$ cat config.mk
export PLATFORM = sky130hd
export DESIGN_NAME = m_wb_uarttx
export DESIGN_NICKNAME = d
export VERILOG_FILES = /design/src/rtl/m_wb_uarttx.sv
export SDC_FILE = /design/constraint.sdc
export NUM_CORES = 1
export LEC_CHECK = 0
export CORE_UTILIZATION = 30
export DETAILED_ROUTE_END_ITERATION = 12
export GPL_TIMING_DRIVEN = 0
export SLEW_MARGIN = 0
export SYNTH_ARGS = -nofsm -noshare
export SYNTH_HDL_FRONTEND = slang
export SYNTH_SLANG_ARGS = --single-unit
$ cat constraint.sdc
create_clock -name CLK_I -period 5.3 [get_ports CLK_I]
set_input_delay 1.06 -clock CLK_I [delete_from_list [all_inputs] [get_ports CLK_I]]
set_output_delay 1.06 -clock CLK_I [all_outputs]
set_load 0.01 [all_outputs]
$ cat src/rtl/m_wb_uarttx.sv
// Wishbone-classic slave UART transmitter (8N1, LSB first) with a one-byte
// holding register, or a circular FIFO when UARTTX_FIFO_EN is defined.
module m_wb_uarttx #(
  parameter int unsigned BAUDDIV   = 286,
  parameter int unsigned DIVWIDTH  = 16,
  parameter int unsigned FIFODEPTH = 4
) (
  input  logic       CLK_I,
  input  logic       RST_N_I,
  input  logic       CYC_I,
  input  logic       STB_I,
  input  logic       WE_I,
  input  logic       ADR_I,
  input  logic [7:0] DAT_I,
  input  logic       SEL_I,
  output logic [7:0] DAT_O,
  output logic       ACK_O,
  output logic       txd,
  output logic       txirq
);

  typedef enum logic [1:0] {
    ST_IDLE  = 2'd0,
    ST_START = 2'd1,
    ST_DATA  = 2'd2,
    ST_STOP  = 2'd3
  } state_t;

  localparam logic [DIVWIDTH-1:0] BAUD_LAST = DIVWIDTH'(BAUDDIV - 1);
  localparam logic [DIVWIDTH-1:0] BAUD_ONE  = DIVWIDTH'(1);

  state_t              state_q, state_d;
  logic [DIVWIDTH-1:0] baud_q, baud_d;
  logic [3:0]          bit_q, bit_d;
  logic [7:0]          shreg_q, shreg_d;
  logic                overrun_q;

  logic                buf_empty;
  logic                buf_full;
  logic [7:0]          buf_head;
  logic                pop;
  logic                push;
  logic                wr;
  logic                wr_stat;
  logic                busy;

  // Wishbone classic, zero wait states: every cycle with CYC_I & STB_I is
  // acknowledged in the same cycle; writes take effect on that rising edge.
  assign ACK_O   = CYC_I & STB_I;
  assign wr      = ACK_O & WE_I & SEL_I & ~ADR_I;
  assign wr_stat = ACK_O & WE_I & SEL_I & ADR_I;

  // A write into a full buffer still lands if the shifter frees a slot
  // on the same edge.
  assign push = wr & (~buf_full | pop);

`ifdef UARTTX_FIFO_EN
  localparam int unsigned AW = $clog2(FIFODEPTH);
  localparam logic [AW:0] PTR_ONE = (AW + 1)'(1);

  logic [7:0] mem_q [FIFODEPTH];
  logic [AW:0] wp_q, rp_q;

  always_ff @(posedge CLK_I or negedge RST_N_I) begin
    if (!RST_N_I) begin
      wp_q <= '0;
      rp_q <= '0;
    end else begin
      if (push) wp_q <= wp_q + PTR_ONE;
      if (pop)  rp_q <= rp_q + PTR_ONE;
    end
  end

  always_ff @(posedge CLK_I) begin
    if (push) mem_q[wp_q[AW-1:0]] <= DAT_I;
  end

  // Extra pointer MSB distinguishes full from empty when indices coincide.
  assign buf_empty = (wp_q == rp_q);
  assign buf_full  = ((wp_q ^ rp_q) == {1'b1, {AW{1'b0}}});
  assign buf_head  = mem_q[rp_q[AW-1:0]];
`else
  logic [7:0] hold_q;
  logic       full_q;
  logic [4:0] unused_fifodepth;

  // FIFODEPTH only matters in the FIFO build.
  assign unused_fifodepth = 5'(FIFODEPTH);

  always_ff @(posedge CLK_I or negedge RST_N_I) begin
    if (!RST_N_I) begin
      hold_q <= 8'h00;
      full_q <= 1'b0;
    end else begin
      if (push) begin
        hold_q <= DAT_I;
        full_q <= 1'b1;
      end else if (pop) begin
        full_q <= 1'b0;
      end
    end
  end

  assign buf_empty = ~full_q;
  assign buf_full  = full_q;
  assign buf_head  = hold_q;
`endif

  always_ff @(posedge CLK_I or negedge RST_N_I) begin
    if (!RST_N_I) begin
      overrun_q <= 1'b0;
    end else if (wr & buf_full & ~pop) begin
      overrun_q <= 1'b1;
    end else if (wr_stat & DAT_I[2]) begin
      overrun_q <= 1'b0;
    end
  end

  always_ff @(posedge CLK_I or negedge RST_N_I) begin
    if (!RST_N_I) begin
      state_q <= ST_IDLE;
      baud_q  <= '0;
      bit_q   <= 4'd0;
      shreg_q <= 8'h00;
    end else begin
      state_q <= state_d;
      baud_q  <= baud_d;
      bit_q   <= bit_d;
      shreg_q <= shreg_d;
    end
  end

  // bit_q tracks the frame slot: 0 start, 1..8 data, 9 stop.
  always_comb begin
    state_d = state_q;
    baud_d  = baud_q;
    bit_d   = bit_q;
    shreg_d = shreg_q;
    pop     = 1'b0;
    case (state_q)
      ST_IDLE: begin
        if (!buf_empty) begin
          pop     = 1'b1;
          shreg_d = buf_head;
          state_d = ST_START;
          baud_d  = BAUD_LAST;
          bit_d   = 4'd0;
        end
      end
      ST_START: begin
        if (baud_q == '0) begin
          state_d = ST_DATA;
          baud_d  = BAUD_LAST;
          bit_d   = 4'd1;
        end else begin
          baud_d = baud_q - BAUD_ONE;
        end
      end
      ST_DATA: begin
        if (baud_q == '0) begin
          shreg_d = {1'b1, shreg_q[7:1]};
          baud_d  = BAUD_LAST;
          if (bit_q == 4'd8) begin
            state_d = ST_STOP;
            bit_d   = 4'd9;
          end else begin
            bit_d = bit_q + 4'd1;
          end
        end else begin
          baud_d = baud_q - BAUD_ONE;
        end
      end
      ST_STOP: begin
        if (baud_q == '0) begin
          bit_d = 4'd0;
          // Chain the next byte straight into a start bit, no idle gap.
          if (!buf_empty) begin
            pop     = 1'b1;
            shreg_d = buf_head;
            state_d = ST_START;
            baud_d  = BAUD_LAST;
          end else begin
            state_d = ST_IDLE;
            baud_d  = '0;
          end
        end else begin
          baud_d = baud_q - BAUD_ONE;
        end
      end
      default: begin
        state_d = ST_IDLE;
        baud_d  = '0;
        bit_d   = 4'd0;
      end
    endcase
  end

  always_comb begin
    txd = 1'b1;
    case (state_q)
      ST_START: txd = 1'b0;
      ST_DATA:  txd = shreg_q[0];
      default:  txd = 1'b1;
    endcase
  end

  assign busy  = (state_q != ST_IDLE);
  assign txirq = buf_empty & ~busy;
  assign DAT_O = ADR_I ? {4'b0000, buf_empty, overrun_q, buf_full, busy} : 8'h00;

endmodule

# Yosys cells after proc, flatten, opt, wreduce, memory -nomap -nowiden
# Index checks and enable logic that the tools add are counted.
# W data, S select, Z words.
[totals]
register_bits = 40
in_bits = 15
out_inout_bits = 11
elab_cells = 74
[classes]
n_addsub = 2
n_eq_ne = 9
mux = 31
n_bitwise = 15
n_reduce_logical = 10
[ops]
columns = ["cell", "n"]
rows = [
  ["$mux W16", 3],
  ["$pmux W16 S3", 1],
  ["$mux W4", 6],
  ["$mux W8", 3],
  ["$pmux W8 S3", 1],
  ["$logic_not A16 Y1", 1],
  ["$pmux W4 S4", 1],
  ["$sub A16 B1 Y16 const B", 1],
  ["$and A1 B1 Y1", 10],
  ["$mux W2", 5],
  ["$ne A2 B2 Y1 const B", 5],
  ["$mux W9", 1],
  ["$pmux W2 S4", 1],
  ["$mux W1", 7],
  ["$reduce_bool A2 Y1", 3],
  ["$reduce_and A5 Y1", 1],
  ["$add A4 B1 Y4 const B", 1],
  ["$eq A2 B2 Y1 const B", 2],
  ["$eq A4 B4 Y1 const B", 1],
  ["$not A1 Y1", 4],
  ["$pmux W1 S2", 2],
  ["$reduce_and A4 Y1", 1],
  ["$reduce_and A3 Y1", 1],
  ["$reduce_bool A3 Y1", 1],
  ["4 further kinds", 4],
]

# Depth between registers and ports, before layout
# Gate-level depths: netlist of the first run.
[logic_depth]
ltp_word = 7
depth_mapped = 8
ltp_nobuf = 7

# Least setup slack after synthesis of the first run
# OpenSTA, ideal clock, no wires.
[synth_timing]
kind = "register to output"
start = "register state_q[0]"
end = "output txd"
arrival_time_ps = 1472
required_ps = 4240
path_slack_ps = 2768
path_stages_with_launch = 7
path_buffers = 2
path_cell_list = "dfrtp_1 inv_1 ha_1 clkbuf_1 buf_1 nand2_1 o21ai_0"
[synth_via]
elab_chain_len = 2
elab_cells_between_ends = 3
classes_between = "eq/ne: 2; mux: 1"
[synth_lines]
columns = ["element", "line_no", "source"]
rows = [
  ["start, declared", "32", "state_t state_q, state_d;"],
  ["start signal, assigned", "126", "state_q <= state_d;"],
  ["$eq A2 B2 Y1 / $eq A2 B1 Y1 (equally long branches)", "200", "case (state_q)"],
  ["$pmux W1 S2 *", "200", ""],
  ["end, declared", "18", "output logic txd,"],
]
# Mark *: on every way between the ends. The rest lies on a longest branch, timed or not.

# Worst setup path in the final report of the first run
# Ends and elaborated chain as after synthesis.

==> out/qor.json, run 1 <==
{
  "max_slew_violation_total_from_the_final_report": {"value": 0},
  "groute.layer.met1.usage": {"value": 17.66, "unit": "%"},
  "finalClockSkew": {"value": 0.005476, "unit": "ns"},
  "grt-ovfl-total": {"value": 0},
  "mapped_cell_area": {"value": 2295, "unit": "um^2"},
  "clockRootBuffer": {"value": "sky130_fd_sc_hd__clkbuf_8"},
  "die_y": {"value": 89.46, "unit": "um"},
  "critical_path.slowest_cell": {"value": "sky130_fd_sc_hd__clkdlybuf4s50_1"},
  "worst_setup_path_end_kind": {"value": "output port"},
  "finalWeightedCongestion": {"value": 0.7928},
  "clk_latency": {"value": 0.29, "unit": "ns"},
  "fp.dieArea": {"value": 8003, "unit": "um^2"},
  "htree_levels": {"value": 2},
  "final_util": {"value": 37.79, "unit": "%"},
  "largest_net_degree_at_the_start_of_global_routing": {"value": 26},
  "syn2layout_area_growth": {"value": 20.72, "unit": "%"},
  "drcViolationCount": {"value": 0},
  "power.switching_fraction": {"value": 23.24, "unit": "%"},
  "fin_nets": {"value": 286},
  "arrival": {"value": 2.52, "unit": "ns"},
  "post_cts_resize_count": {"value": 0},
  "critical_path.max_stage_delay": {"value": 0.56, "unit": "ns"},
  "register_to_register_path_depth": {"value": 7},
  "maxCapViolations": {"value": 0},
  "num-fill-cells": {"value": 716},
  "die_w": {"value": 89.46, "unit": "um"},
  "min_path_cells": {"value": 1},
  "cts_tree": {"value": "built"},
  "timing.max_slew.rel_slack": {"value": 58.89, "unit": "%"},
  "dpl_cell_area": {"value": 2655, "unit": "um^2"},
  "routed_wirelength": {"value": 4.444, "unit": "mm"},
  "routed_wire_length_per_instance": {"value": 12.28, "unit": "um"},
  "outcome": {"value": "finished clean"},
  "syn_inst": {"value": 230},
  "floorplan.io_pins": {"value": 26},
  "synth_cell_type_count": {"value": 49},
  "irDropWorstVdd": {"value": 0.1896, "unit": "mV"},
  "instances_no_fill": {"value": 362},
  "place.detailed.hpwl": {"value": 3.221, "unit": "mm"},
  "layout_worst_path_cycle_share": {"value": 67.50, "unit": "%"},
  "tns": {"value": 0, "unit": "ns"},
  "critical_path.cell_chain": {"value": "inv_1 > ha_1 > clkbuf_1 > buf_1 > nand2_1 > o21ai_0 > clkdlybuf4s50_1"},
  "p_sw": {"value": 0.1523, "unit": "mW"},
  "ys_seq_area_share": {"value": 43.62, "unit": "%"},
  "synth_top_area_cell": {"value": "sky130_fd_sc_hd__dfrtp_1"},
  "synthesis.area_per_instance": {"value": 9.977, "unit": "um^2"},
  "synth-async-reset-ratio": {"value": 100.0, "unit": "%"},
  "hp-class": {"value": "register to register"},
  "hold_buffers": {"value": 0},
  "hold_viol_final": {"value": 0},
  "required": {"value": 4.24, "unit": "ns"},
  "p_total": {"value": 0.6554, "unit": "mW"},
  "clock_tree.buffer_depth": {"value": 2},
  "cell_internal_pwr": {"value": 0.5031, "unit": "mW"},
  "stdcell_area": {"value": 2770, "unit": "um^2"},
  "finalCriticalPeriod": {"value": 3.577, "unit": "ns"},
  "rsz0062_at_grt": {"value": "no"},
  "vias_per_cell": {"value": 4.912},
  "power.leakage": {"value": 1.150, "unit": "nW"},
  "antenna_left": {"value": 0},
  "final_common_cell": {"value": "sky130_fd_sc_hd__dfrtp_1"},
  "number_of_enable_flip_flop_cells_after_synthesis": {"value": 0},
  "clock_power_share": {"value": 39.2, "unit": "%"},
  "site_rows": {"value": 31},
  "place.port_buffers": {"value": 21},
  "number_of_global_route_vias_before_repair": {"value": 1666},
  "clock.fmax": {"value": 279.5, "unit": "MHz"},
  "grt_most_used_layer": {"value": "met2"},
  "grt.met3_usage": {"value": 1.939, "unit": "%"},
  "num_antenna_cells": {"value": 0},
  "clock_sink_count": {"value": 40},
  "antenna_found_initial": {"value": 0},
  "power.sequential.fraction": {"value": 51.2, "unit": "%"},
  "via_count": {"value": 1778},
  "timing.final.setup_violations": {"value": 0},
  "tightest_pin_transition": {"value": 0.6125, "unit": "ns"},
  "yosys-top-cells-area": {"value": "sky130_fd_sc_hd__dfrtp_1 (44%), sky130_fd_sc_hd__ha_1 (4.9%), sky130_fd_sc_hd__nor2_1 (3.8%)"},
  "post-cts-setup-buffer-count": {"value": 0},
  "grt.total_usage": {"value": 12.51, "unit": "%"},
  "critPathLaunchType": {"value": "register"},
  "comb_power_share": {"value": 9.6, "unit": "%"},
  "global_route.usage.met2": {"value": 19.08, "unit": "%"},
  "drt_iter0_markers": {"value": 92},
  "grt_first_pass_wirelength": {"value": 7.728, "unit": "mm"},
  "final_layout_size_suffix_gt1_share": {"value": 12.93, "unit": "%"},
  "power.density_cell_area": {"value": 236.6, "unit": "nW/um^2"},
  "design.core.area": {"value": 7331, "unit": "um^2"},
  "synth_top_area_share": {"value": 43.62, "unit": "%"},
  "ys_dominant_reg_cell": {"value": "sky130_fd_sc_hd__dfrtp_1"},
  "mostFrequentLayoutCells": {"value": "sky130_fd_sc_hd__dfrtp_1 (40), sky130_fd_sc_hd__nor2_1 (23), sky130_fd_sc_hd__clkdlybuf4s50_1 (20), sky130_fd_sc_hd__a21oi_1 (16), sky130_fd_sc_hd__o21ai_0 (13)"},
  "start_util": {"value": 31.30, "unit": "%"},
  "yosysWarningCount": {"value": 0},
  "drt_pass_1_iters": {"value": 4},
  "cp_max_fo": {"value": 10},
  "clkSlewWorstSetupHoldPaths": {"value": 0.08, "unit": "ns"},
  "place_inst": {"value": 354},
  "criticalPathCategory": {"value": "register to output port"},
  "synth.ff_latch_count": {"value": 40},
  "numCtsBuffers": {"value": 5}
}
## cells in the mapped netlist (2+ instances only)
cell type                  count
sky130_fd_sc_hd__nand3b_1      2
sky130_fd_sc_hd__a311oi_1      3
sky130_fd_sc_hd__or4_1         3
sky130_fd_sc_hd__buf_2         3
sky130_fd_sc_hd__mux2i_1       7
sky130_fd_sc_hd__nand3_1       3
sky130_fd_sc_hd__nor4_1        4
sky130_fd_sc_hd__inv_1        10
sky130_fd_sc_hd__a21o_1        4
sky130_fd_sc_hd__o22ai_1       3
sky130_fd_sc_hd__dfrtp_1      40
sky130_fd_sc_hd__nor4_4        3
sky130_fd_sc_hd__a21oi_1      16
sky130_fd_sc_hd__clkbuf_1      4
sky130_fd_sc_hd__o21ai_1       3
sky130_fd_sc_hd__xnor2_1       2
sky130_fd_sc_hd__nor3_2        2
sky130_fd_sc_hd__nand2_1      10
sky130_fd_sc_hd__or3_1         2
sky130_fd_sc_hd__o21ai_0      13
sky130_fd_sc_hd__buf_4         5
sky130_fd_sc_hd__a21oi_2       2
sky130_fd_sc_hd__a22o_1        4
sky130_fd_sc_hd__a211oi_1      2
sky130_fd_sc_hd__a31oi_1       3
sky130_fd_sc_hd__nor3_1        8
sky130_fd_sc_hd__and2_1        3
sky130_fd_sc_hd__mux2_1        7
sky130_fd_sc_hd__nand2b_1      5
sky130_fd_sc_hd__o31ai_1       4
sky130_fd_sc_hd__ha_1          9
sky130_fd_sc_hd__nor2_1       23
sky130_fd_sc_hd__nor3b_1       2
## cells by family after synthesis
group	share of synthesized area (%)
AOI/OAI and AO/OA	18.59
adders and majority gates	4.907
xor gates and xnor gates	0.7635
DFF	43.62
muxes	6.980
other	0.1634
buffers and inverters	4.744
and+or+nand+nor	20.23
## power by group through the flow
stage          clock, mW  combinational, mW  sequential [mW]
5_1_grt            0.278             0.0710            0.338
4_1_cts            0.267             0.0644            0.336
3_5_place_dp           0             0.0640            0.342
6_report           0.257             0.0632            0.335
2_1_floorplan          0             0.0352            0.338
3_3_place_gp           0             0.0617            0.342
## registers in the layout (all words and copies together) (netlist names)
signal	flops
shreg_q	8
state_q	2
buf_full	1
baud_q	16
overrun_q	1
buf_head	8
bit_q	4
## worst max-delay path, delay by kind of cell (launching register included)
| family | cells | cell delay (ns) |
|---|---|---|
| flip-flops | 1 | 0.44 |
| adder cells (fa/ha/maj) | 1 | 0.14 |
| AO/OA/AOI/OAI | 1 | 0.09 |
| AND/OR/NAND/NOR | 1 | 0.10 |
| buffers and inverters | 4 | 1.45 |
## area by class of cell
cell class / count / area [um^2] / area share [%]
multi-input cells: 170 / 1196 / 43.18
flip-flops and latches: 40 / 1001 / 36.13
repair buffers: 22 / 225.2 / 8.130
well taps: 99 / 123.9 / 4.472
plain buffers: 13 / 71.32 / 2.575
clock buffers: 5 / 68.82 / 2.484
clock inverters: 3 / 46.29 / 1.671
inverters: 10 / 37.54 / 1.355
## final timing paths
kind                             start  slack [ns]          end
min in group asynchronous      RST_N_I        0.69    baud_q[8]
setup reg to reg             baud_q[0]        3.03  buf_head[2]
setup / recovery            state_q[0]        1.72          txd
hold reg to reg            buf_head[4]        0.49  buf_head[4]
max in group asynchronous      RST_N_I        4.14  buf_head[0]
hold / removal             buf_head[4]        0.49  buf_head[4]
## layer usage
layer | share of wire [%] | wire length, um
met1 | 51 | 2267
met4 | 1.7 | 74
met2 | 45 | 1992
met3 | 2.5 | 110
met5 | 0 | 0
## per-stage QoR
step           worst slack, ns  hold WS [ns]
2_1_floorplan            2.768        0.4591
3_3_place_gp             1.919        0.4771
3_5_place_dp             1.927        0.4802
4_1_cts                  1.643        0.5010
5_1_grt                  1.480        0.5185
6_report                 1.723        0.4917
Note: power is estimated with default switching activity, not from simulation.
==> run 2: changes to the inputs <==
Clock period 5.3 ns to 3.65 ns, I/O delays scaled along.
==> results of run 2 <==
The final DEF is identical to that of run 1. Status: finished clean.
Among the figures that moved: setup slack after placement 1.927 ns -> 0.6524 ns; clock-pin slew on the worst setup and hold paths 0.08 ns -> 0.09 ns; setup slack after layout 1.723 ns -> 0.4027 ns; hold slack 0.4917 ns -> 0.3578 ns; register-to-register setup slack 3.03 ns -> 1.38 ns; total power 0.6554 mW -> 0.9517 mW; worst IR drop on VDD 0.1896 mV -> 0.2753 mV
==> run 3: changes to the inputs <==
Clock period 3.65 ns to 2.7 ns, I/O delays scaled along.
==> run 3 against run 2 <==
Net effect: sequential share of layout area barely moved; clock power rose by 36%; setup slack got worse by 0.36 ns; clock skew rose by 0.0012 ns; first-iteration DRC count rose by 7.6%; non-clock buffer count fell by 2; via count fell by 0.90%; register-to-register slack got worse by 0.95 ns; die area did not move; wire length rose by 0.41%; critical endpoint is now txirq.
==> out/qor.json, run 3 (synthesis results as in run 1) <==
{
  "outcome": {"value": "finished clean"},
  "via_count": {"value": 1762},
  "clockRootBuffer": {"value": "sky130_fd_sc_hd__clkbuf_8"},
  "final_layout_size_suffix_gt1_share": {"value": 14.18, "unit": "%"},
  "hold_buffers": {"value": 0},
  "area_of_combinational_cells_with_multiple_inputs": {"value": 1201, "unit": "um^2"},
  "start_util": {"value": 31.30, "unit": "%"},
  "vias_per_cell": {"value": 4.894},
  "clock_tree.buffer_depth": {"value": 2},
  "clk_latency": {"value": 0.29, "unit": "ns"},
  "grt-ovfl-total": {"value": 0},
  "clkSlewWorstSetupHoldPaths": {"value": 0.09, "unit": "ns"},
  "final_common_cell": {"value": "sky130_fd_sc_hd__dfrtp_1"},
  "syn2layout_area_growth": {"value": 20.77, "unit": "%"},
  "rsz0062_at_grt": {"value": "yes"},
  "timing.max_slew.rel_slack": {"value": 58.85, "unit": "%"},
  "post-place-ws": {"value": -0.1076, "unit": "ns"},
  "fp.dieArea": {"value": 8003, "unit": "um^2"},
  "drt_pass_1_iters": {"value": 4},
  "site_rows": {"value": 31},
  "clock.fmax": {"value": 376.7, "unit": "MHz"},
  "grt.total_usage": {"value": 12.55, "unit": "%"},
  "critical_path.max_stage_delay": {"value": 0.58, "unit": "ns"},
  "num-fill-cells": {"value": 718},
  "routed_wirelength": {"value": 4.462, "unit": "mm"},
  "place.detailed.hpwl": {"value": 3.221, "unit": "mm"},
  "critical_path.cell_chain": {"value": "inv_1 > ha_2 > nand2b_1 > inv_1 > clkdlybuf4s50_1"},
  "critical-path-top-delay-family": {"value": "buffers and inverters"},
  "timing.final.setup_violations": {"value": 0},
  "r2r-start": {"value": "baud_q[0]"},
  "register_to_register_path_depth": {"value": 7},
  "finalCriticalPeriod": {"value": 2.655, "unit": "ns"},
  "irDropWorstVdd": {"value": 0.3736, "unit": "mV"},
  "numCtsBuffers": {"value": 5},
  "path_buf_inv": {"value": 3},
  "finalWeightedCongestion": {"value": 0.7928},
  "timing.rr.end": {"value": "buf_head[2]"},
  "drt_iter0_markers": {"value": 99},
  "layout_worst_path_cycle_share": {"value": 98.32, "unit": "%"},
  "tightest_pin_transition": {"value": 0.6131, "unit": "ns"},
  "finalClockSkew": {"value": 0.006653, "unit": "ns"},
  "post_cts_resize_count": {"value": 4},
  "largest-register": {"value": "baud_q"},
  "cts_tree": {"value": "built"},
  "r2r_slack": {"value": 0.43, "unit": "ns"},
  "max_slew_violation_total_from_the_final_report": {"value": 0},
  "required": {"value": 2.16, "unit": "ns"},
  "arrival": {"value": 2.11, "unit": "ns"},
  "htree_levels": {"value": 2},
  "final.setup.worst_slack": {"value": 0.04543, "unit": "ns"},
  "power.leakage": {"value": 1.148, "unit": "nW"},
  "die_w": {"value": 89.46, "unit": "um"},
  "antenna_left": {"value": 0},
  "design.core.area": {"value": 7331, "unit": "um^2"},
  "die_y": {"value": 89.46, "unit": "um"},
  "post-cts-setup-buffer-count": {"value": 0},
  "critical_path.slowest_cell": {"value": "sky130_fd_sc_hd__clkdlybuf4s50_1"},
  "place.port_buffers": {"value": 21},
  "hp-class": {"value": "primary input to async pin"},
  "power.density_cell_area": {"value": 464.8, "unit": "nW/um^2"},
  "worst_path_most_repeated_cell": {"value": "sky130_fd_sc_hd__inv_1"},
  "seqCellArea": {"value": 1001, "unit": "um^2"},
  "criticalPathCategory": {"value": "register to output port"},
  "routed_wire_length_per_instance": {"value": 12.39, "unit": "um"},
  "critPathLaunchType": {"value": "register"},
  "floorplan.io_pins": {"value": 26},
  "largest_net_degree_at_the_start_of_global_routing": {"value": 26},
  "grt_first_pass_wirelength": {"value": 7.748, "unit": "mm"},
  "maxCapViolations": {"value": 0},
  "worst_setup_path_end_kind": {"value": "output port"},
  "num_antenna_cells": {"value": 0},
  "fin_nets": {"value": 284},
  "number_of_global_route_vias_before_repair": {"value": 1664},
  "clock_sink_count": {"value": 40},
  "largest_reg_flops": {"value": 16},
  "p_total": {"value": 1.288, "unit": "mW"},
  "mostFrequentLayoutCells": {"value": "sky130_fd_sc_hd__dfrtp_1 (40), sky130_fd_sc_hd__nor2_1 (23), sky130_fd_sc_hd__clkdlybuf4s50_1 (20), sky130_fd_sc_hd__a21oi_1 (16), sky130_fd_sc_hd__o21ai_0 (13)"},
  "antenna_found_initial": {"value": 0},
  "drcViolationCount": {"value": 0},
  "cp_max_fo": {"value": 8},
  "hold_viol_final": {"value": 0}
}
[run 3: cell types whose count changed in the layout (fill, tap and decap cells not counted), sizes merged]
cell    change
clkbuf      -2
[run 3: worst max path at each step]
stage | from | end | slack [ns] | depth (start not counted)
after global placement | state_q[0] | txd | -0.07 | 7
after global routing | state_q[1] | txirq | -0.07 | 5
final | state_q[1] | txirq | 0.05 | 5
after floorplan | baud_q[0] | baud_q[12] | 0.65 | 8
after detailed placement | state_q[0] | txd | -0.11 | 7
after CTS | state_q[1] | txirq | 0.04 | 5
[run 3: area by class of cell]
class,count,share of cell area [%]
Buffer,11,2.438
Multi-Input combinational cell,170,43.34
Sequential cell,40,36.12
Clock buffer,5,2.483
Tap cell,99,4.470
Clock inverter,3,1.670
Timing Repair Buffer,22,8.126
Inverter,10,1.354
[run 3: power breakdown]
group,switching [mW],total (mW),internal [mW]
clock network,0.227,0.506,0.279
registers,0.0216,0.659,0.637
logic,0.0518,0.124,0.0721
[run 3: routing by layer]
metal	GRT usage, %	routed length (um)	vias to the layer above
met5	0	0	-
met4	5.195	73	0
met3	1.939	110	4
met2	19.15	2001	28
met1	17.72	2276	836
li1	-	-	894
[run 3: through the flow]
step           cell area (um^2)  hold slack [ns]  TNS [ns]  std cells  util (%)
2_1_floorplan              2306           0.2444         0        233         -
3_5_place_dp               2655           0.4802   -0.1076        354     36.22
5_1_grt                    2771           0.1886   -0.1090        360     37.81
3_3_place_gp               2640           0.4771  -0.07173        353     36.01
4_1_cts                    2771           0.1741         0        360     37.81
6_report                   2771           0.1620         0        360     37.81
